$ cat config.mk
export PLATFORM = sky130hd
export DESIGN_NAME = trenc_filter_cfg_flat
export DESIGN_NICKNAME = d
export VERILOG_FILES = /design/src/rtl/trenc_pkg.sv /design/src/rtl/trenc_filter_cfg_if.sv /design/src/rtl/trenc_filter_cfg.sv /design/src/flat_wrapper.sv
export SDC_FILE = /design/constraint.sdc
export NUM_CORES = 1
export LEC_CHECK = 0
export CORE_UTILIZATION = 42
export CTS_CLUSTER_SIZE = 40
export DETAILED_ROUTE_END_ITERATION = 12
export PLACE_DENSITY_LB_ADDON = 0.2
export SLEW_MARGIN = 20
export SYNTH_ARGS = -nofsm -noshare
export SYNTH_HDL_FRONTEND = slang
export SYNTH_SLANG_ARGS = --single-unit
$ cat constraint.sdc
create_clock -name trenc_clk_i -period 3.2 [get_ports trenc_clk_i]
set_clock_uncertainty 0.05 [all_clocks]
set_input_delay 0.8 -clock trenc_clk_i [delete_from_list [all_inputs] [get_ports trenc_clk_i]]
set_output_delay 0.8 -clock trenc_clk_i [all_outputs]
set_load 0.02 [all_outputs]
$ cat src/rtl/trenc_pkg.sv
// Shared widths, register offsets and access-FSM states for the trace-encoder filter configuration block.
package trenc_pkg;

    localparam int unsigned APBDWIDTH = 32;
    localparam int unsigned APBAWIDTH = 12;
    localparam int unsigned FILTER_W  = 10;

    localparam logic [APBAWIDTH-1:0] OFF_FILTER    = 12'h000;
    localparam logic [APBAWIDTH-1:0] OFF_FILADDR0H = 12'h004;
    localparam logic [APBAWIDTH-1:0] OFF_FILADDR0L = 12'h008;
    localparam logic [APBAWIDTH-1:0] OFF_FILADDR1H = 12'h00C;
    localparam logic [APBAWIDTH-1:0] OFF_FILADDR1L = 12'h010;
    localparam logic [APBAWIDTH-1:0] OFF_CTRL      = 12'h014;
    localparam logic [APBAWIDTH-1:0] OFF_STATUS    = 12'h018;

    typedef enum logic {
        ST_IDLE = 1'b0,
        ST_RESP = 1'b1
    } state_e;

endpackage

$ cat src/rtl/trenc_filter_cfg_if.sv
// APB3 slave bundle for the filter configuration registers.
interface trenc_filter_cfg_if;
    import trenc_pkg::*;

    logic                 psel;
    logic                 penable;
    logic                 pwrite;
    logic [APBAWIDTH-1:0] paddr;
    logic [APBDWIDTH-1:0] pwdata;
    logic [APBDWIDTH-1:0] prdata;
    logic                 pready;
    logic                 pslverr;

    modport master (
        output psel, penable, pwrite, paddr, pwdata,
        input  prdata, pready, pslverr
    );

    modport slave (
        input  psel, penable, pwrite, paddr, pwdata,
        output prdata, pready, pslverr
    );

endinterface

$ cat src/rtl/trenc_filter_cfg.sv
// APB register block configuring the trace-encoder filter: control, address ranges,
// enable/start and the sticky qualified-first status. One wait state per transfer.
module trenc_filter_cfg
    import trenc_pkg::*;
#(
    parameter bit LOCK_EN = 1'b1
) (
    input  logic                  trenc_clk_i,
    input  logic                  trenc_rst_i,
    trenc_filter_cfg_if.slave     apb,
    output logic [APBDWIDTH-1:0]  trenc_filter_o,
    output logic [APBDWIDTH-1:0]  trenc_filaddr0h_o,
    output logic [APBDWIDTH-1:0]  trenc_filaddr0l_o,
    output logic [APBDWIDTH-1:0]  trenc_filaddr1h_o,
    output logic [APBDWIDTH-1:0]  trenc_filaddr1l_o,
    output logic                  trenc_enable_o,
    output logic                  trenc_start_o,
    input  logic                  trenc_qualified_first_i
);

    state_e               state_q;
    logic [APBAWIDTH-1:0] addr_q;
    logic [APBDWIDTH-1:0] wdata_q;
    logic                 write_q;
    logic [APBDWIDTH-1:0] prdata_q;
    logic                 pslverr_q;

    logic [FILTER_W-1:0]  filter_q;
    logic [APBDWIDTH-1:0] fa0h_q, fa0l_q, fa1h_q, fa1l_q;
    logic                 enable_q;
    logic                 start_q;
    logic                 qf_q;

    logic                 err_c;
    logic [APBDWIDTH-1:0] rdata_c;
    logic                 commit_c;
    logic                 qf_clr_c;

    // Decode of the address presented at the sampling edge; lock uses ENABLE before this write.
    always_comb begin
        err_c   = 1'b0;
        rdata_c = '0;
        if ((apb.paddr[1:0] != 2'b00) || (apb.paddr > OFF_STATUS)) begin
            err_c = 1'b1;
        end else if (LOCK_EN && enable_q && apb.pwrite && (apb.paddr <= OFF_FILADDR1L)) begin
            err_c = 1'b1;
        end
        case (apb.paddr)
            OFF_FILTER:    rdata_c = APBDWIDTH'(filter_q);
            OFF_FILADDR0H: rdata_c = fa0h_q;
            OFF_FILADDR0L: rdata_c = fa0l_q;
            OFF_FILADDR1H: rdata_c = fa1h_q;
            OFF_FILADDR1L: rdata_c = fa1l_q;
            OFF_STATUS:    rdata_c = APBDWIDTH'({qf_q, enable_q});
            default:       rdata_c = '0;
        endcase
    end

    // A write lands only if the access is still held through the response cycle.
    assign commit_c = (state_q == ST_RESP) && apb.psel && apb.penable && write_q && !pslverr_q;
    assign qf_clr_c = commit_c && (addr_q == OFF_STATUS) && wdata_q[1];

    always_ff @(posedge trenc_clk_i) begin
        if (trenc_rst_i) begin
            state_q   <= ST_IDLE;
            addr_q    <= '0;
            wdata_q   <= '0;
            write_q   <= 1'b0;
            prdata_q  <= '0;
            pslverr_q <= 1'b0;
            filter_q  <= '0;
            fa0h_q    <= '0;
            fa0l_q    <= '0;
            fa1h_q    <= '0;
            fa1l_q    <= '0;
            enable_q  <= 1'b0;
            start_q   <= 1'b0;
            qf_q      <= 1'b0;
        end else begin
            start_q <= 1'b0;
            qf_q    <= (qf_q & ~qf_clr_c) | trenc_qualified_first_i;
            case (state_q)
                ST_IDLE: begin
                    if (apb.psel && apb.penable) begin
                        state_q   <= ST_RESP;
                        addr_q    <= apb.paddr;
                        wdata_q   <= apb.pwdata;
                        write_q   <= apb.pwrite;
                        pslverr_q <= err_c;
                        prdata_q  <= (apb.pwrite || err_c) ? '0 : rdata_c;
                    end
                end
                default: begin
                    state_q   <= ST_IDLE;
                    prdata_q  <= '0;
                    pslverr_q <= 1'b0;
                    if (commit_c) begin
                        case (addr_q)
                            OFF_FILTER:    filter_q <= wdata_q[FILTER_W-1:0];
                            OFF_FILADDR0H: fa0h_q   <= wdata_q;
                            OFF_FILADDR0L: fa0l_q   <= wdata_q;
                            OFF_FILADDR1H: fa1h_q   <= wdata_q;
                            OFF_FILADDR1L: fa1l_q   <= wdata_q;
                            OFF_CTRL: begin
                                enable_q <= wdata_q[0];
                                start_q  <= wdata_q[0] & wdata_q[1];
                            end
                            default: ;
                        endcase
                    end
                end
            endcase
        end
    end

    assign apb.prdata        = prdata_q;
    assign apb.pslverr       = pslverr_q;
    assign apb.pready        = (state_q == ST_RESP);
    assign trenc_filter_o    = APBDWIDTH'(filter_q);
    assign trenc_filaddr0h_o = fa0h_q;
    assign trenc_filaddr0l_o = fa0l_q;
    assign trenc_filaddr1h_o = fa1h_q;
    assign trenc_filaddr1l_o = fa1l_q;
    assign trenc_enable_o    = enable_q;
    assign trenc_start_o     = start_q;

endmodule

$ cat src/flat_wrapper.sv
// flat-port wrapper written by rule: the top's interface ports become plain ports
module trenc_filter_cfg_flat import trenc_pkg::*;
#(
    parameter bit LOCK_EN = 1'b1
)
  (trenc_clk_i, trenc_rst_i, trenc_filter_o, trenc_filaddr0h_o, trenc_filaddr0l_o, trenc_filaddr1h_o, trenc_filaddr1l_o, trenc_enable_o, trenc_start_o, trenc_qualified_first_i, apb_psel, apb_penable, apb_pwrite, apb_paddr, apb_pwdata, apb_prdata, apb_pready, apb_pslverr);
  trenc_filter_cfg_if apb_i ();
  input  logic trenc_clk_i;
  input  logic trenc_rst_i;
  output logic [APBDWIDTH-1:0] trenc_filter_o;
  output logic [APBDWIDTH-1:0] trenc_filaddr0h_o;
  output logic [APBDWIDTH-1:0] trenc_filaddr0l_o;
  output logic [APBDWIDTH-1:0] trenc_filaddr1h_o;
  output logic [APBDWIDTH-1:0] trenc_filaddr1l_o;
  output logic trenc_enable_o;
  output logic trenc_start_o;
  input  logic trenc_qualified_first_i;
  input wire logic [$bits(apb_i.psel)-1:0] apb_psel;
  input wire logic [$bits(apb_i.penable)-1:0] apb_penable;
  input wire logic [$bits(apb_i.pwrite)-1:0] apb_pwrite;
  input wire logic [$bits(apb_i.paddr)-1:0] apb_paddr;
  input wire logic [$bits(apb_i.pwdata)-1:0] apb_pwdata;
  output wire logic [$bits(apb_i.prdata)-1:0] apb_prdata;
  output wire logic [$bits(apb_i.pready)-1:0] apb_pready;
  output wire logic [$bits(apb_i.pslverr)-1:0] apb_pslverr;
  assign apb_i.psel = apb_psel;
  assign apb_i.penable = apb_penable;
  assign apb_i.pwrite = apb_pwrite;
  assign apb_i.paddr = apb_paddr;
  assign apb_i.pwdata = apb_pwdata;
  assign apb_prdata = apb_i.prdata;
  assign apb_pready = apb_i.pready;
  assign apb_pslverr = apb_i.pslverr;
  trenc_filter_cfg #(.LOCK_EN(LOCK_EN)) u_core (.trenc_clk_i(trenc_clk_i), .trenc_rst_i(trenc_rst_i), .apb(apb_i), .trenc_filter_o(trenc_filter_o), .trenc_filaddr0h_o(trenc_filaddr0h_o), .trenc_filaddr0l_o(trenc_filaddr0l_o), .trenc_filaddr1h_o(trenc_filaddr1h_o), .trenc_filaddr1l_o(trenc_filaddr1l_o), .trenc_enable_o(trenc_enable_o), .trenc_start_o(trenc_start_o), .trenc_qualified_first_i(trenc_qualified_first_i));
endmodule
## Word-level counts from Yosys, hierarchy flattened

Index checks and enable logic that the tools add are counted.

| word-level totals | value |
|---|---|
| register bits after elaboration | 220 |
| bits of input ports | 50 |
| output and inout port bits | 196 |

| cells by class | value |
|---|---|
| $lt $le $gt $ge | 2 |
| eq/ne operators | 11 |
| mux-type cells | 5 |
| bitwise logic cells | 7 |
| reductions and logical operators | 24 |

Operator list:

| operator | number |
|---|---|
| $pmux 32 s6 | 1 |
| $eq 12x5->1 const B | 5 |
| $eq 12x4->1 const B | 4 |
| $mux 32 | 1 |
| $eq 12x3->1 const B | 2 |
| $logic_not 12->1 | 2 |
| $reduce_and 3->1 | 6 |
| $gt 12x5->1 const B | 1 |
| $le 12x5->1 const B | 1 |
| $logic_and 1x1->1 | 9 |
| $not 1->1 | 4 |
| $reduce_or 4->1 | 1 |
| $mux 1 | 3 |
| $and 1x1->1 | 2 |
| $logic_or 1x1->1 | 2 |
| $reduce_and 2->1 | 1 |
| $reduce_bool 2->1 | 1 |
| $reduce_or 2->1 | 1 |
| $logic_not 1->1 | 1 |
| $or 1x1->1 | 1 |

## Longest topological paths before layout

| logic depth | value |
|---|---|
| depth in word-level cells | 9 |
| gate-level depth with buffers | 7 |
| gate-level depth less buffers | 4 |

## Worst setup path after synthesis

Ideal clock, no wire load.

| path | value |
|---|---|
| path type | input -> register |
| from | in apb_paddr[7] |
| to | reg u_core.prdata_q[2] (netlist: u_core.apb.prdata[2]) |
| library setup time | 0.075 ns |
| arrival | 2.347 ns |
| required time | 3.075 ns |
| setup slack | 0.728 ns |
| stages on the path | 4 |
| path through | or4_1 > nor4_1 > a22oi_1 > o21ai_0 |

| on the way | value |
|---|---|
| word-level cells in the longest chain between the ends | 6 |
| elaborated cells between the ends (all ways) | 15 |

RTL lines:

| element | line | source |
|---|---|---|
| start: declaration | flat_wrapper.sv:21 | `input wire logic [$bits(apb_i.paddr)-1:0] apb_paddr;` |
| $le 12x5->1 | trenc_filter_cfg.sv:45 | `end else if (LOCK_EN && enable_q && apb.pwrite && (apb.paddr <= OFF_FILADDR1L)) begin` |
| $logic_and 1x1->1 | trenc_filter_cfg.sv:45 |  |
| $mux 1 | trenc_filter_cfg.sv:45 |  |
| $mux 1 | trenc_filter_cfg.sv:43 | `if ((apb.paddr[1:0] != 2'b00) \|\| (apb.paddr > OFF_STATUS)) begin` |
| $logic_or 1x1->1 | trenc_filter_cfg.sv:90 | `prdata_q <= (apb.pwrite \|\| err_c) ? '0 : rdata_c;` |
| $mux 32 * | trenc_filter_cfg.sv:90 |  |
| end signal: assignment | trenc_filter_cfg.sv:90 |  |
| end: declaration | trenc_filter_cfg.sv:25 | `logic [APBDWIDTH-1:0] prdata_q;` |

Every way passes the cells marked *; elsewhere a longest branch is shown, timed or not.
A chain may end at the register's enable or synchronous reset.

## Worst setup path after layout

| path | value |
|---|---|
| from | reg u_core.state_q (netlist: u_core.apb.pready) |
| to | reg u_core.filter_q[1] |

| on the way | value |
|---|---|
| word-level cells in the longest chain between the ends | 5 |

RTL lines:

| element | line | source |
|---|---|---|
| start: declaration | trenc_filter_cfg.sv:21 | `state_e state_q;` |
| start signal: assignment | trenc_filter_cfg.sv:65 | `state_q <= ST_IDLE;` |
| start signal: assignment | trenc_filter_cfg.sv:85 | `state_q <= ST_RESP;` |
| start signal: assignment | trenc_filter_cfg.sv:94 | `state_q <= ST_IDLE;` |
| $logic_and 1x1->1 (4 in a row) | trenc_filter_cfg.sv:60 | `assign commit_c = (state_q == ST_RESP) && apb.psel && apb.penable && write_q && !pslverr_q;` |
| $reduce_and 3->1 (no source line) * | - |  |
| end signal: assignment | trenc_filter_cfg.sv:99 | `OFF_FILTER: filter_q <= wdata_q[FILTER_W-1:0];` |
| end: declaration | trenc_filter_cfg.sv:28 | `logic [FILTER_W-1:0] filter_q;` |

Marked as above.

==> results.md <==
* # rows at 54
* Post-synthesis register bit count at 220
* Mapped Area at 9570 sq um
* Clock share of power at between 40% and 50%
* Sw power at 1.286 mW
* Synth-to-Final Area Change at 34.67%
* CP cell instances: or4b_1 > or4_1 > or3_1 > mux2i_1
* Finished Core Util at 58.34%
* TritonCTS clock tree: built
* Die area at between 20,000 and 25,000 sq um
* Final number of setup-violating endpoints at 0
* Unique masters post-synth at 33
* Pre-antenna DRT Iters at 5
* Maximum clock frequency at around 370 MHz
* Synthesized area per cell at 9.466 sq um
* Final WL at ~27,000 microns
* Switch share at 22.01%
* Synth top area share at a little under half
* R2R Setup Slk at 530 ps
* CTS Buffer Depth at 3
* Clk slew on worst S/H paths at 60 ps
* PwrDens at 453.2 nW/um^2
* Reg2Reg Depth at 4
* Hold Startpoint: u_core.wdata_q[26]
* Seq/Total Area, Yosys at 46.02%
* Async set-or-reset flop fraction in the synthesized netlist at 0%
* Setup Fix Bufs, Post-CTS at 0
* Leak at 5.075 nW
* Clk sinks at 220
* CP max FO at 10
* Die Height at 153.0 microns
* Port buffer count at ~220
* Worst Hold Depth at 2
* Clock H-tree levels at 1
* CORE AREA at between 20,000 and 25,000 sq um
* Period utilisation layout at 83.58%
* I/O pin count at roughly 250
* Register Area at 4404 sq um
* Hold-fix buffers, CTS at 0
* Placement Cell Area at 12,110 sq um
* Tot GR Track Use at 23.12%
* Via/cell ratio at 5.137
* Max_cap viols at 0
* Status: complete, no violations
* RSZ-0062 raised after global routing: no
* TritonCTS Buffers at 24
* Ys Warns at 0
* Finished Cell Area at 12,890 sq um
* Top-count cell post-synth: dfxtp_1
* Synth Instances at 1,011
* Fin nets at 1,267
* Reg-to-Reg Start: u_core.apb.pready
* Yosys top cell by area: dfxtp_1
* Critical path required time at 3510 ps
* Dpl hpwl at 19,010 microns
* PnR Total Power at 5.841 mW
* Worst Max-Slew Pin Slew at around 630 ps
* First-pass GRT wire length at 42,640 microns
* Fraction of layout cells with a size suffix above 1 at 7.624%
* Largest cells by area after synthesis: dfxtp_1 46%, mux2i_1 16%, nand2b_1 11%
* Post-route ant nets at 0
* Internal power at 4.556 mW
* Ys flop type: dfxtp_1
* Setup TNS Final at 0 ps
* Placer Congestion at 0.8069
* CP Data Arrival Time at 2990 ps
* Antenna violations before repair at 1
* Critical path class: reg2reg
* Fillcell total at 1,988
* Comb pwr share at 5.9%
* Worst setup margin at 525.4 ps
* Setup crit end kind: flop
* Clk root buf: clkbuf_16
* Hold Path Class: reg2reg
* Largest stage delay, worst path at slightly above 600 ps
* Grt ovf at 0
* Part of the power in registers at a little under half
* Final Hold Viols at 0
* Number of gates resized after cts at 0
* Post-synth EDFFs at 0
* Pin count of the biggest net entering global routing at about 120
* Starting density of the core at 43.32%
* Die width at 153.0 microns
* VDD IR-drop max at 0.0002962 V
* Post-Place Worst Slack at a little under 300 ps
* Hold path endpoint: u_core.wdata_q[26]
* Clock Latency Late Sink at slightly above 500 ps
* Vias in the first global route at 7,511
* Pins Over Slew Limit at 0
* Initial drt markers at 483
* Slowest-stage cell, CP: or3_1
* Slew HR at between 50% and 60%
* Via count at slightly below 8,000
* Synth cell count leaders: 220 x dfxtp_1, 173 x nand2b_1, 150 x mux2i_1
* Worst R2R End: u_core.filter_q[1]
* Startpoint Class: flop
* Multi-input logic area at 4816 sq um
* Wire per inst at 18.04 microns
* Tmin final at 2675 ps
* Post-route DRC at 0
## kinds of logic after synthesis
| family | after synthesis | synth area share (%) |
|---|---|---|
| AND/OR/NAND/NOR | 386 | 22.68 |
| flip-flops | 220 | 46.02 |
| multiplexers | 160 | 17.10 |
| AO/OA/AOI/OAI | 144 | 9.178 |
| buffers and inverters | 100 | 4.981 |
| other | 1 | 0.03918 |
## placed cells by master, fill, tap and decap left out, types with 3 or more instances in the layout
master and instances:
buf_4 29, nor2b_1 24, clkinv_2 3, conb_1 22
nor3_1 4, mux2i_1 150, nand3_1 4, mux2_2 8
dfxtp_1 220, and2_1 3, nor4bb_1 22, buf_2 3
o2bb2ai_1 8, clkbuf_1 7, a22oi_1 8, nand2b_1 172
buf_12 5, nand2_1 126, clkbuf_16 25, o21ai_0 35
a221o_1 20, clkdlybuf4s50_1 219, nand2_2 3, or4_1 4
nand3b_1 4, inv_1 3, clkbuf_8 6, a21oi_1 70
nor2_1 4
## registers in the layout, summed over array words and instances (netlist names)
name / count
u_core.trenc_filaddr0l_o: 32
u_core.trenc_enable_o: 1
u_core.apb.pready: 1
u_core.trenc_filaddr0h_o: 32
u_core.apb.prdata: 32
u_core.trenc_start_o: 1
u_core.filter_q: 10
u_core.write_q: 1
u_core.apb.pslverr: 1
u_core.trenc_filaddr1l_o: 32
u_core.qf_q: 1
u_core.addr_q: 12
u_core.trenc_filaddr1h_o: 32
u_core.wdata_q: 32
## worst max-delay path, delay by kind of cell (launching register included)
kind             cells  cell delay [ps]
AND/OR/NAND/NOR      3             1720
flip-flops           1              540
multiplexers         1              200
## how the worst max path moves through the flow
stage	from	end	cells past startpoint
finish	u_core.apb.pready	u_core.filter_q[1]	4
detailed placement	apb_paddr[7]	u_core.apb.prdata[16]	6
global placement	apb_penable	u_core.filter_q[7]	5
floorplan	apb_paddr[7]	u_core.apb.prdata[2]	4
CTS	u_core.apb.pready	u_core.filter_q[0]	4
global route	u_core.apb.pready	u_core.filter_q[1]	4
## layer usage
metal | vias up | wire (microns) | global-route usage, %
met4 | 0 | 629 | 7.407
met5 | - | 0 | 0
met3 | 39 | 1458 | 3.969
met2 | 247 | 12650 | 37.94
li1 | 3832 | - | -
met1 | 3660 | 12580 | 30.89
## layout make-up
cell class / count / share of cell area (%)
Antenna cell: 1 / 0.01942
Clock buffer: 38 / 5.698
Clock inverter: 4 / 0.3495
Inverter: 3 / 0.08737
Multi-Input combinational cell: 712 / 37.37
Sequential cell: 220 / 34.17
Tap cell: 280 / 2.718
Timing Repair Buffer: 256 / 19.59
## through the flow
stage,std cells,hold slack (ps)
2_1_floorplan,1032,380.8
3_3_place_gp,1471,384.6
3_5_place_dp,1471,394.4
4_1_cts,1513,405.3
5_1_grt,1513,418.1
6_report,1514,401.2
## power by group through the flow
stage          Combinational (mW)  Sequential, mW  Clock [mW]
6_report                    0.345            2.79        2.71
5_1_grt                     0.373            2.79        2.88
4_1_cts                     0.346            2.78        2.77
3_5_place_dp                0.345            2.85           0
3_3_place_gp                0.342            2.84           0
2_1_floorplan               0.220            2.84           0
Note: power is estimated with default switching activity, not from simulation.
